==> src/rtl/counter_firewall_param_if.sv <==
// Command and error-report bundle between a counter DUT driver and its firewall checker.
interface counter_firewall_param_if #(
    parameter int unsigned WIDTH     = 3,
    parameter int unsigned ERR_CNT_W = 8
);
    logic                 ld;
    logic                 inc;
    logic                 dec;
    logic [WIDTH-1:0]     data_in;
    logic [WIDTH-1:0]     data_out;
    logic                 err_clr;

    logic                 err_mismatch;
    logic                 err_ovf;
    logic                 err_unf;
    logic                 err_cmd;
    logic                 err_pulse;
    logic [ERR_CNT_W-1:0] err_count;
    logic [2:0]           first_err;

    modport master (
        output ld, inc, dec, data_in, data_out, err_clr,
        input  err_mismatch, err_ovf, err_unf, err_cmd, err_pulse, err_count, first_err
    );

    modport slave (
        input  ld, inc, dec, data_in, data_out, err_clr,
        output err_mismatch, err_ovf, err_unf, err_cmd, err_pulse, err_count, first_err
    );
endinterface

==> src/rtl/counter_firewall_param.sv <==
// Firewall checker: tracks a reference model of an up/down loadable counter and
// reports mismatches, overflow, underflow and illegal commands.
module counter_firewall_param #(
    parameter int unsigned WIDTH     = 3,
    parameter int unsigned ERR_CNT_W = 8,
    parameter bit          WRAP_OK   = 1'b0,
    parameter bit          RESYNC    = 1'b1,
    parameter bit          MSG_EN    = 1'b1
) (
    input logic                     clk,
    input logic                     rst,
    counter_firewall_param_if.slave bus
);

    localparam logic [WIDTH-1:0]     MODEL_MAX = '1;
    localparam logic [ERR_CNT_W-1:0] CNT_MAX   = '1;

    localparam logic [2:0] CODE_NONE = 3'd0;
    localparam logic [2:0] CODE_MIS  = 3'd1;
    localparam logic [2:0] CODE_CMD  = 3'd2;
    localparam logic [2:0] CODE_OVF  = 3'd3;
    localparam logic [2:0] CODE_UNF  = 3'd4;

    logic [WIDTH-1:0]     model_q, model_d;
    logic                 mis_q, mis_d;
    logic                 ovf_q, ovf_d;
    logic                 unf_q, unf_d;
    logic                 cmd_q, cmd_d;
    logic                 pulse_q, pulse_d;
    logic [ERR_CNT_W-1:0] count_q, count_d;
    logic [2:0]           first_q, first_d;

    logic                 mismatch_c;
    logic                 cmd_err_c;
    logic                 ovf_c;
    logic                 unf_c;
    logic                 any_err_c;
    logic [WIDTH-1:0]     model_base;
    logic [ERR_CNT_W-1:0] count_base;
    logic [2:0]           first_base;

    // Per-cycle error detection against the pre-edge model
    always_comb begin
        mismatch_c = (bus.data_out != model_q);
        cmd_err_c  = !bus.ld && bus.inc && bus.dec;
        ovf_c      = !WRAP_OK && !bus.ld && bus.inc && !bus.dec && (model_q == MODEL_MAX);
        unf_c      = !WRAP_OK && !bus.ld && bus.dec && !bus.inc && (model_q == '0);
        any_err_c  = mismatch_c | cmd_err_c | ovf_c | unf_c;
    end

    // Reference model next value; always wraps so it follows a wrapping DUT
    always_comb begin
        model_base = (RESYNC && mismatch_c) ? bus.data_out : model_q;
        model_d    = model_base;
        if (bus.ld) begin
            model_d = bus.data_in;
        end else if (bus.inc && bus.dec) begin
            model_d = model_base;
        end else if (bus.inc) begin
            model_d = model_base + WIDTH'(1);
        end else if (bus.dec) begin
            model_d = model_base - WIDTH'(1);
        end
    end

    // Error state next value: clear first, then record this cycle's errors
    always_comb begin
        mis_d      = bus.err_clr ? 1'b0 : mis_q;
        ovf_d      = bus.err_clr ? 1'b0 : ovf_q;
        unf_d      = bus.err_clr ? 1'b0 : unf_q;
        cmd_d      = bus.err_clr ? 1'b0 : cmd_q;
        count_base = bus.err_clr ? '0 : count_q;
        first_base = bus.err_clr ? CODE_NONE : first_q;
        count_d    = count_base;
        first_d    = first_base;
        pulse_d    = any_err_c;

        mis_d = mis_d | mismatch_c;
        ovf_d = ovf_d | ovf_c;
        unf_d = unf_d | unf_c;
        cmd_d = cmd_d | cmd_err_c;

        if (any_err_c && (count_base != CNT_MAX)) begin
            count_d = count_base + ERR_CNT_W'(1);
        end

        if (any_err_c && (first_base == CODE_NONE)) begin
            if (mismatch_c) begin
                first_d = CODE_MIS;
            end else if (cmd_err_c) begin
                first_d = CODE_CMD;
            end else if (ovf_c) begin
                first_d = CODE_OVF;
            end else begin
                first_d = CODE_UNF;
            end
        end
    end

    // State registers with synchronous active-low reset
    always_ff @(posedge clk) begin
        if (!rst) begin
            model_q <= '0;
            mis_q   <= 1'b0;
            ovf_q   <= 1'b0;
            unf_q   <= 1'b0;
            cmd_q   <= 1'b0;
            pulse_q <= 1'b0;
            count_q <= '0;
            first_q <= CODE_NONE;
        end else begin
            model_q <= model_d;
            mis_q   <= mis_d;
            ovf_q   <= ovf_d;
            unf_q   <= unf_d;
            cmd_q   <= cmd_d;
            pulse_q <= pulse_d;
            count_q <= count_d;
            first_q <= first_d;
        end
    end

    assign bus.err_mismatch = mis_q;
    assign bus.err_ovf      = ovf_q;
    assign bus.err_unf      = unf_q;
    assign bus.err_cmd      = cmd_q;
    assign bus.err_pulse    = pulse_q;
    assign bus.err_count    = count_q;
    assign bus.first_err    = first_q;

`ifndef SYNTHESIS
    // Simulation-only trace of every errored edge
    always_ff @(posedge clk) begin
        if (MSG_EN && rst && any_err_c) begin
            $display("%0t counter_firewall_param: err mis=%0b cmd=%0b ovf=%0b unf=%0b model=%0d data_out=%0d",
                     $time, mismatch_c, cmd_err_c, ovf_c, unf_c, model_q, bus.data_out);
        end
    end
`endif

endmodule

==> src/flat_wrapper.sv <==
// flat-port wrapper written by rule: the top's interface ports become plain ports
module counter_firewall_param_flat 
#(
    parameter int unsigned WIDTH     = 3,
    parameter int unsigned ERR_CNT_W = 8,
    parameter bit          WRAP_OK   = 1'b0,
    parameter bit          RESYNC    = 1'b1,
    parameter bit          MSG_EN    = 1'b1
)
  (clk, rst, bus_ld, bus_inc, bus_dec, bus_data_in, bus_data_out, bus_err_clr, bus_err_mismatch, bus_err_ovf, bus_err_unf, bus_err_cmd, bus_err_pulse, bus_err_count, bus_first_err);
  counter_firewall_param_if #(.WIDTH(WIDTH), .ERR_CNT_W(ERR_CNT_W)) bus_i ();
  input logic clk;
  input logic rst;
  input wire logic [$bits(bus_i.ld)-1:0] bus_ld;
  input wire logic [$bits(bus_i.inc)-1:0] bus_inc;
  input wire logic [$bits(bus_i.dec)-1:0] bus_dec;
  input wire logic [$bits(bus_i.data_in)-1:0] bus_data_in;
  input wire logic [$bits(bus_i.data_out)-1:0] bus_data_out;
  input wire logic [$bits(bus_i.err_clr)-1:0] bus_err_clr;
  output wire logic [$bits(bus_i.err_mismatch)-1:0] bus_err_mismatch;
  output wire logic [$bits(bus_i.err_ovf)-1:0] bus_err_ovf;
  output wire logic [$bits(bus_i.err_unf)-1:0] bus_err_unf;
  output wire logic [$bits(bus_i.err_cmd)-1:0] bus_err_cmd;
  output wire logic [$bits(bus_i.err_pulse)-1:0] bus_err_pulse;
  output wire logic [$bits(bus_i.err_count)-1:0] bus_err_count;
  output wire logic [$bits(bus_i.first_err)-1:0] bus_first_err;
  assign bus_i.ld = bus_ld;
  assign bus_i.inc = bus_inc;
  assign bus_i.dec = bus_dec;
  assign bus_i.data_in = bus_data_in;
  assign bus_i.data_out = bus_data_out;
  assign bus_i.err_clr = bus_err_clr;
  assign bus_err_mismatch = bus_i.err_mismatch;
  assign bus_err_ovf = bus_i.err_ovf;
  assign bus_err_unf = bus_i.err_unf;
  assign bus_err_cmd = bus_i.err_cmd;
  assign bus_err_pulse = bus_i.err_pulse;
  assign bus_err_count = bus_i.err_count;
  assign bus_first_err = bus_i.first_err;
  counter_firewall_param #(.WIDTH(WIDTH), .ERR_CNT_W(ERR_CNT_W), .WRAP_OK(WRAP_OK), .RESYNC(RESYNC), .MSG_EN(MSG_EN)) u_core (.clk(clk), .rst(rst), .bus(bus_i));
endmodule
==> config.mk <==
export PLATFORM = sky130hd
export DESIGN_NAME = counter_firewall_param_flat
export DESIGN_NICKNAME = d
export VERILOG_FILES = /design/src/rtl/counter_firewall_param_if.sv /design/src/rtl/counter_firewall_param.sv /design/src/flat_wrapper.sv
export SDC_FILE = /design/constraint.sdc
export NUM_CORES = 1
export LEC_CHECK = 0
export CORE_ASPECT_RATIO = 1.2
export CORE_MARGIN = 8
export CORE_UTILIZATION = 43
export CTS_CLUSTER_SIZE = 10
export DETAILED_ROUTE_END_ITERATION = 12
export PLACE_DENSITY = 0.8
export SETUP_SLACK_MARGIN = 0.2
export SYNTH_ARGS = -nofsm -noshare
export SYNTH_HDL_FRONTEND = slang
export SYNTH_SLANG_ARGS = --single-unit
==> constraint.sdc <==
create_clock -name clk -period 2 [get_ports clk]
set_input_delay 0.4 -clock clk [delete_from_list [all_inputs] [get_ports clk]]
set_output_delay 0.4 -clock clk [all_outputs]
set_load 0.02 [all_outputs]
---- Word-level counts from Yosys, hierarchy flattened ----
Index checks and enable logic that the tools add are counted.
word-level totals
  register bits after elaboration ......... 19
  latch bits .............................. 0
  bits in writable memories ............... 0
  bits in read-only memories .............. 0
  input bits .............................. 12
  output and inout port bits .............. 16
  word-level logic and storage cells ...... 52
  memories kept ........................... 0
cells by class
  $add $sub $neg .......................... 3
  multiply operators ...................... 0
  div/mod/pow operators ................... 0
  magnitude comparators ................... 0
  equality and inequality tests ........... 3
  shifts and indexed selects .............. 0
  mux-type cells .......................... 16
  bitwise gates (word level) .............. 7
  reductions and logical operators ........ 15
operators with widths
  cell                                               number
  2-to-1 mux 3 bit                                   10
  2-to-1 mux 8 bit                                   2
  logical AND 1 bit                                  10
  adder 8 x 1 -> 8 bit (second input constant)       1
  != test 8 bit (second input constant)              1
  bitwise OR 1 bit                                   7
  zero test 3 bit                                    2
  2-to-1 mux 1 bit                                   4
  adder 3 x 1 -> 3 bit (second input constant)       1
  equality test 3 bit (second input constant)        1
  zero test 1 bit                                    3
  != test 3 bit                                      1
  subtractor 3 x 1 -> 3 bit (second input constant)  1

---- Depth between registers and ports, before layout ----
Gate-level depths: netlist of run 1.
  depth in word-level cells ............... 8
  gate-level depth with buffers ........... 9
  depth with buffers taken out ............ 7

---- Worst setup path after synthesis of run 1 ----
Ideal clock, no wire load.
  path type ............................... in2reg
  start ................................... input port bus_err_clr
  end ..................................... register u_core.count_q[5] (netlist: u_core.bus.err_count[5])
  setup time .............................. 0.131 ns
  data arrival time ....................... 1.823 ns
  setup slack ............................. 0.046 ns
  stages on the path ...................... 9
  cells stage by stage .................... clkbuf_1 > nor2b_1 > ha_1 > and3_1 > nand3_1 > o21ai_2 > buf_6 > o311ai_2 > o41ai_2
between the ends
  longest elaborated chain between the ends .. 4
  elaborated cells between the ends (all ways) .. 5
  those cells by class .................... add/sub (1); eq/ne (1); mux (2); reduce/logical (1)
RTL lines
  item                                                          RTL line                       RTL
  from (decl)                                                   flat_wrapper.sv:19             input wire logic [$bits(bus_i.err_clr)-1:0] bus_err_clr;
  2-to-1 mux 8 bit *                                            counter_firewall_param.sv:72   count_base = bus.err_clr ? '0 : count_q;
  branches (longest 2 deep; another with adder 8 x 1 -> 8 bit)  n/a
  2-to-1 mux 8 bit *                                            counter_firewall_param.sv:83   if (any_err_c && (count_base != CNT_MAX)) begin
  to (signal assigned)                                          counter_firewall_param.sv:118  count_q <= count_d;
  to (decl)                                                     counter_firewall_param.sv:30   logic [ERR_CNT_W-1:0] count_q, count_d;
Every way passes the cells marked *.
A chain may end at the register's enable or synchronous reset.

---- Final worst setup path of run 1 ----
  start ................................... register u_core.model_q[2]
  end ..................................... register u_core.count_q[4] (netlist: u_core.bus.err_count[4])
between the ends
  longest elaborated chain between the ends .. 6
  elaborated cells between the ends (all ways) .. 10
  those cells by class .................... eq/ne (2); mux (1); bitwise (3); reduce/logical (4)
RTL lines
  item                                                          RTL line                                                    RTL
  from (decl)                                                   counter_firewall_param.sv:24                                logic [WIDTH-1:0] model_q, model_d;
  from (signal assigned)                                        counter_firewall_param.sv:112                               model_q <= model_d;
  != test 3 bit / equality test 3 bit (equally long branches)   counter_firewall_param.sv:44, counter_firewall_param.sv:46
  bitwise OR 1 bit / logical AND 1 bit (equally long branches)  counter_firewall_param.sv:48, counter_firewall_param.sv:46
  bitwise OR 1 bit                                              counter_firewall_param.sv:48                                any_err_c = mismatch_c | cmd_err_c | ovf_c | unf_c;
  bitwise OR 1 bit *                                            counter_firewall_param.sv:48
  logical AND 1 bit *                                           counter_firewall_param.sv:83
  2-to-1 mux 8 bit *                                            counter_firewall_param.sv:83
Every way passes the cells marked *; elsewhere a longest branch is shown, timed or not.

==> flow_metrics.env, run 1 <==
export IMPL_syn_avg_cell_area_sq_um=8.86
export IMPL_synth_compound_area_share_pct=26.7
export IMPL_clock_latency_ps=290
export IMPL_final_cell_area_sq_um=1690
export IMPL_synth_warnings=0
export IMPL_dieArea_sq_um=4540
export IMPL_holdWs_ps=474
export IMPL_die_h_microns=72.2
export IMPL_fin_crit_ps=1830
export IMPL_hold_violations=0
export IMPL_htreeDepth=1
export IMPL_drt_total_wl_mm=3.00
export IMPL_skew_ps=5.84
export IMPL_dp_hpwl_mm=2.29
export IMPL_io_buffers=27
export IMPL_cts_buffer_depth=2
export IMPL_wl_per_cell_microns=14.7
export IMPL_drt_iter0_drc=31
export IMPL_nFillCells=215
export IMPL_synth_edff_count=0
export IMPL_hold_class="register to register"
export IMPL_postSynthNetCount=142
export IMPL_layout_setup_ws_ps=169
export IMPL_dpl_worst_slack_ps=-293
export IMPL_gp_congestion=0.885
export IMPL_synth_adder_area_share_pct=2.21
export IMPL_synthSimpleGateAreaFrac_pct=22.0
export IMPL_ys_seq_area_share_pct=33.6
export IMPL_synth_top_family_by_area="compound AO/OA/AOI/OAI gates"
export IMPL_synth_async_reset_ratio_pct=0
export IMPL_overflow=0
export IMPL_final_common_cell="clkdlybuf4s50_1"
export IMPL_cts_root_buf="clkbuf_4"
export IMPL_dpl_instance_area_sq_um=1570
export IMPL_worst_slew_pin_slew_ps=406
export IMPL_p_leak_nw=0.644
export IMPL_fmax_ghz=0.546
export IMPL_yosys_area_share_xor_xnor_pct=6.18
export IMPL_syn_area_sq_um=1130
export IMPL_core_area_sq_um=2530
export IMPL_maxCapViolations=0
export IMPL_drive_above_1_share_pct=26.9
export IMPL_arrival_ps=2010
export IMPL_path_clk_slew_ps=120
export IMPL_vdd_drop_max_mv=0.493
export IMPL_cts_sinks=19
export IMPL_cp_end_kind="register"
export IMPL_synth_main_ff_cell="dfxtp_1"
export IMPL_rows=20
export IMPL_track_usage_pct=13.0
export IMPL_numCtsBuffers=3
export IMPL_drv_slew=0
export IMPL_initial_utilization_pct=44.9
export IMPL_finalSetupViolations=0
export IMPL_die_w_microns=62.9
export IMPL_post_route_period_util_pct=91.6
export IMPL_start_kind="register"
export IMPL_vias=1113
export IMPL_diodes=0
export IMPL_grt_antenna_before_repair=0
export IMPL_via_per_inst=5.46
export IMPL_timing_worst_setup_path_type="register to register"
export IMPL_ys_types=40
export IMPL_grt_pass1_wl_mm=5.08
export IMPL_p_per_area_nw_per_um2=498
export IMPL_ant_nets=0
export IMPL_grt_pass1_vias=1163
export IMPL_ioPinCount=28
export IMPL_slew_headroom_pct=72.8
export IMPL_crit_required_ps=2180
export IMPL_synth_seq_cells=19
export IMPL_cts_tree="yes"
export IMPL_layout_common_cells="clkdlybuf4s50_1 (22), buf_4 (20), dfxtp_1 (15)"
export IMPL_nNetsFinal=186
export IMPL_status="completed"
export IMPL_area_delta_synth_final_pct=48.8
export IMPL_postSynthCellCount=128
export IMPL_path_max_fanout=4
export IMPL_synthMuxAreaShare_pct=1.77
export IMPL_grt_max_degree=12
export IMPL_drtPass1Iterations=4
export IMPL_drc=0
export IMPL_rsz0062_at_grt="true"
[routing by layer]
metal / vias to the layer above / share of wire [%] / GRT usage (%)
li1: 545 / - / -
met1: 533 / 43 / 14.5
met2: 29 / 50 / 24.3
met3: 6 / 4.6 / 3.70
met4: 0 / 1.6 / 2.03
met5: - / 0 / 0
[logic make-up after synthesis]
logic type / after synthesis
xor+xnor: 8
simple gates: 42
fa+ha+maj: 2
buf+inv: 19
mux: 2
flops: 19
compound gates: 36
[layout make-up]
| class | instances | area [sq um] | share of cell area [%] |
|---|---|---|---|
| clock inverter | 1 | 5.00 | 0.297 |
| multi-input combinational | 90 | 737 | 43.7 |
| sequential | 19 | 390 | 23.1 |
| timing repair buffer | 49 | 457 | 27.1 |
| tap | 33 | 41.3 | 2.45 |
| clock buffer | 3 | 22.5 | 1.34 |
| inverter | 9 | 33.8 | 2.00 |
[per-stage QoR]
stage	power (mW)	std cells	setup TNS, ps	utilization [%]
2_1_floorplan	0.536	128	0	-
3_3_place_gp	0.627	197	-1750	62.0
3_5_place_dp	0.634	197	-2150	62.0
4_1_cts	0.834	203	0	64.6
5_1_grt	0.881	204	0	66.7
6_report	0.840	204	0	66.7
[flip-flops by register name, indices dropped and copies added, names as in the netlist]
signal,count
u_core.bus.err_cmd,1
u_core.model_q,3
u_core.bus.err_pulse,1
u_core.bus.err_unf,1
u_core.bus.err_count,8
u_core.bus.err_mismatch,1
u_core.bus.first_err,3
u_core.bus.err_ovf,1
[cell usage after synthesis (2+ instances only)]
library cell	count	area, sq um
a21boi_1	4	30.0
a21oi_1	2	10.0
a31oi_1	2	12.5
and2_1	5	31.3
buf_6	2	22.5
clkbuf_1	8	30.0
dfxtp_1	19	380
ha_1	2	25.0
inv_1	9	33.8
mux2i_1	2	20.0
nand2_1	4	15.0
nand2b_1	5	31.3
nand3_1	7	35.0
nor2_1	4	15.0
nor2b_1	6	37.5
nor3_1	2	10.0
o2111ai_1	3	26.3
o21a_1	3	22.5
o21ai_0	7	35.0
o22ai_1	2	12.5
o311ai_2	2	32.5
o31ai_1	2	15.0
o41ai_2	2	32.5
or3_1	2	12.5
xnor2_1	7	61.3
[power by group]
group	switching, mW	total, mW	internal, mW
Clock	0.124	0.198	0.0743
Sequential	0.0111	0.407	0.395
Combinational	0.112	0.235	0.123
[critical path, stage by stage (launching register included)]
cell and delay, ps:
dfxtp_2 350, or4b_4 550, a31oi_4 210, o21ai_4 120, buf_12 140, o311ai_4 240
o41ai_2 110
[worst paths after layout]
path | start | slack, ps | depth (start not counted) | to
min | u_core.bus.err_unf | 470 | 2 | u_core.bus.err_unf
min reg2reg | u_core.bus.err_unf | 470 | 2 | u_core.bus.err_unf
max reg2reg | u_core.model_q[2] | 170 | 6 | u_core.bus.err_count[4]
max | u_core.model_q[2] | 170 | 6 | u_core.bus.err_count[4]
[what timing repair did]
item / in CTS / in global routing
endpoints found under the hold margin: 0 / 0
resized for setup: 10 / 11
pin swaps: 7 / 5
buffers inserted: 2 / 1
hold buffers: 0 / 0
endpoints found under the setup margin: 8 / 11
(Power assumes the default switching activity.)
==> inputs of run 2 (changes only) <==
SLEW_MARGIN = 15   (was unset)
clock period = 1.6 ns   (was 2 ns; I/O delays follow)
==> run 2 against run 1 <==
  * The flow now finishes with violations (setup timing)
  * Register-to-register slack worse by 470 ps
  * Hold slack better by 2.1 ps
  * Clock skew about the same
  * Critical path depth unchanged
  * Wire length up 15%
  * Sequential power up 26%
  * Clock power up 25%
  * Worst setup slack worse by 470 ps
  * Clock-buffer cell count unchanged
  * Sequential cell count unchanged
  * Die area unchanged
  * Largest cell class unchanged
==> flow_metrics.env, run 2 (synthesized netlist as in run 1, its figures left out) <==
export IMPL_p_leak_nw=0.703
export IMPL_die_h_microns=72.2
export IMPL_crit_chain="or4b_4 -> a31oi_4 -> buf_6 -> o2111ai_2 -> or3_1 -> a21oi_1"
export IMPL_whs_endpoint="u_core.bus.err_unf"
export IMPL_drt_total_wl_mm=3.45
export IMPL_io_buffers=27
export IMPL_rr_worst_depth=6
export IMPL_ant_nets=0
export IMPL_via_per_inst=5.52
export IMPL_nNetsFinal=193
export IMPL_drt_iter0_drc=37
export IMPL_maxCapViolations=0
export IMPL_htreeDepth=1
export IMPL_path_clk_slew_ps=120
export IMPL_cts_hold_buf=0
export IMPL_reg2reg_to="u_core.bus.err_count[7]"
export IMPL_clock_latency_ps=300
export IMPL_hold_class="register to register"
export IMPL_cts_sinks=19
export IMPL_dpl_instance_area_sq_um=1670
export IMPL_path_max_fanout=2
export IMPL_track_usage_pct=14.5
export IMPL_cts_tree="yes"
export IMPL_start_kind="register"
export IMPL_die_w_microns=62.9
export IMPL_nFillCells=190
export IMPL_ioPinCount=28
export IMPL_violations="setup timing"
export IMPL_area_delta_synth_final_pct=59.3
export IMPL_final_common_cell="buf_4"
export IMPL_fin_crit_ps=1900
export IMPL_min_path_cells=2
export IMPL_cts_root_buf="clkbuf_4"
export IMPL_slowest_stage="or4b_4"
export IMPL_rows=20
export IMPL_grt_pass1_wl_mm=5.45
export IMPL_worstHoldStart="u_core.bus.err_unf"
export IMPL_diodes=0
export IMPL_core_area_sq_um=2530
export IMPL_layout_setup_ws_ps=-301
export IMPL_slew_headroom_pct=78.2
export IMPL_worst_slew_pin_slew_ps=324
export IMPL_status="complete, but fails checks"
export IMPL_max_stage_delay_ps=570
export IMPL_skew_ps=6.02
export IMPL_wl_per_cell_microns=16.4
export IMPL_ff2ff_setup_slack_ps=-300
export IMPL_fmax_ghz=0.526
export IMPL_cts_buffer_depth=2
export IMPL_crit_required_ps=1830
export IMPL_drive_above_1_share_pct=39.9
export IMPL_cp_end_kind="register"
export IMPL_p_per_area_nw_per_um2=612
export IMPL_grt_antenna_before_repair=0
export IMPL_fin_cells=211
export IMPL_numCtsBuffers=3
export IMPL_finalSetupViolations=9
export IMPL_vdd_drop_max_mv=0.498
export IMPL_hold_violations=0
export IMPL_fin_util_pct=71.4
export IMPL_rsz0062_at_grt="true"
export IMPL_dieArea_sq_um=4540
export IMPL_grt_pass1_vias=1275
export IMPL_final_cell_area_sq_um=1810
export IMPL_rr_startpoint="u_core.model_q[2]"
export IMPL_vias=1164
export IMPL_drtPass1Iterations=4
export IMPL_arrival_ps=2130
export IMPL_initial_utilization_pct=44.9
export IMPL_grt_max_degree=24
export IMPL_post_route_period_util_pct=119
export IMPL_drc=0
export IMPL_largest_register_ffs=8
export IMPL_timing_worst_setup_path_type="register to register"
export IMPL_dp_hpwl_mm=2.43
export IMPL_critPathTopFamily="simple AND/OR/NAND/NOR gates"
export IMPL_dpl_cell_count=205
export IMPL_layout_common_cells="buf_4 (20), dlygate4sd2_1 (14), dfxtp_1 (14)"
export IMPL_holdWs_ps=477
export IMPL_overflow=0
export IMPL_path_buf_inv=1
export IMPL_gp_congestion=0.873
export IMPL_drv_slew=0
export IMPL_critPathLaunch="u_core.model_q[2]"
-- run 2: cell types whose count changed in the layout (fill, tap and decap cells not counted), moves of 3 or more --
cell             previous run  this run
clkdlybuf4s50_1            22         4
dlymetal6s2s_1              3         0
clkbuf_2                    0         6
dlygate4sd2_1               2        14
buf_6                       1         7
dfxtp_2                     2         5
xnor2_1                     7         4
-- run 2: area by class of cell --
type / count / area (sq um) / area share [%]
clock buffers: 3 / 22.5 / 1.25
repair buffers: 56 / 493 / 27.3
inverters: 9 / 33.8 / 1.87
well taps: 33 / 41.3 / 2.29
clock inverters: 1 / 5.00 / 0.277
flip-flops and latches: 19 / 387 / 21.4
multi-input cells: 90 / 823 / 45.6
-- run 2: what timing repair did --
item / CTS / global route
resized for setup: 49 / 17
pin swaps: 16 / 5
setup endpoints to repair: 31 / 22
endpoints found under the hold margin: 0 / 0
cloned: 0 / 0
setup buffers: 2 / 0
-- run 2: through the flow --
stage               setup WS, ps  TNS (ps)  total power [mW]
floorplan                   -129      -672             0.679
global placement            -614     -6270             0.808
detailed placement          -678     -6770             0.821
CTS                         -267     -1350              1.09
global route                -316     -1740              1.15
finish                      -301     -1370              1.11
-- run 2: worst max path at each step --
| stage | to | slack (ps) | cells past startpoint |
|---|---|---|---|
| 2_1_floorplan | u_core.bus.err_count[5] | -130 | 7 |
| 5_1_grt | u_core.bus.err_count[7] | -320 | 6 |
| 6_report | u_core.bus.err_count[7] | -300 | 6 |
| 3_3_place_gp | u_core.bus.err_count[7] | -610 | 7 |
| 4_1_cts | u_core.bus.err_count[7] | -270 | 6 |
| 3_5_place_dp | u_core.bus.err_count[7] | -680 | 7 |
-- run 2: layer usage --
layer,track usage (%),part of all wire (%),vias up
met3,3.85,4.8,10
met4,9.90,3.1,0
met2,27.3,55,40
met1,13.3,37,555
met5,0,0,-
li1,-,-,559
-- run 2: report_power, final --
group	switching (mW)	internal, mW	leakage (nW)
logic	0.164	0.182	0.528
clock network	0.155	0.0930	0.0177
registers	0.0147	0.496	0.157
total	0.334	0.771	0.703
-- run 2: tightest hold or removal path, stage by stage, from the launching register on --
cell	delay [ps]
dfxtp_1	330
nand2b_1	60
a21boi_1	60
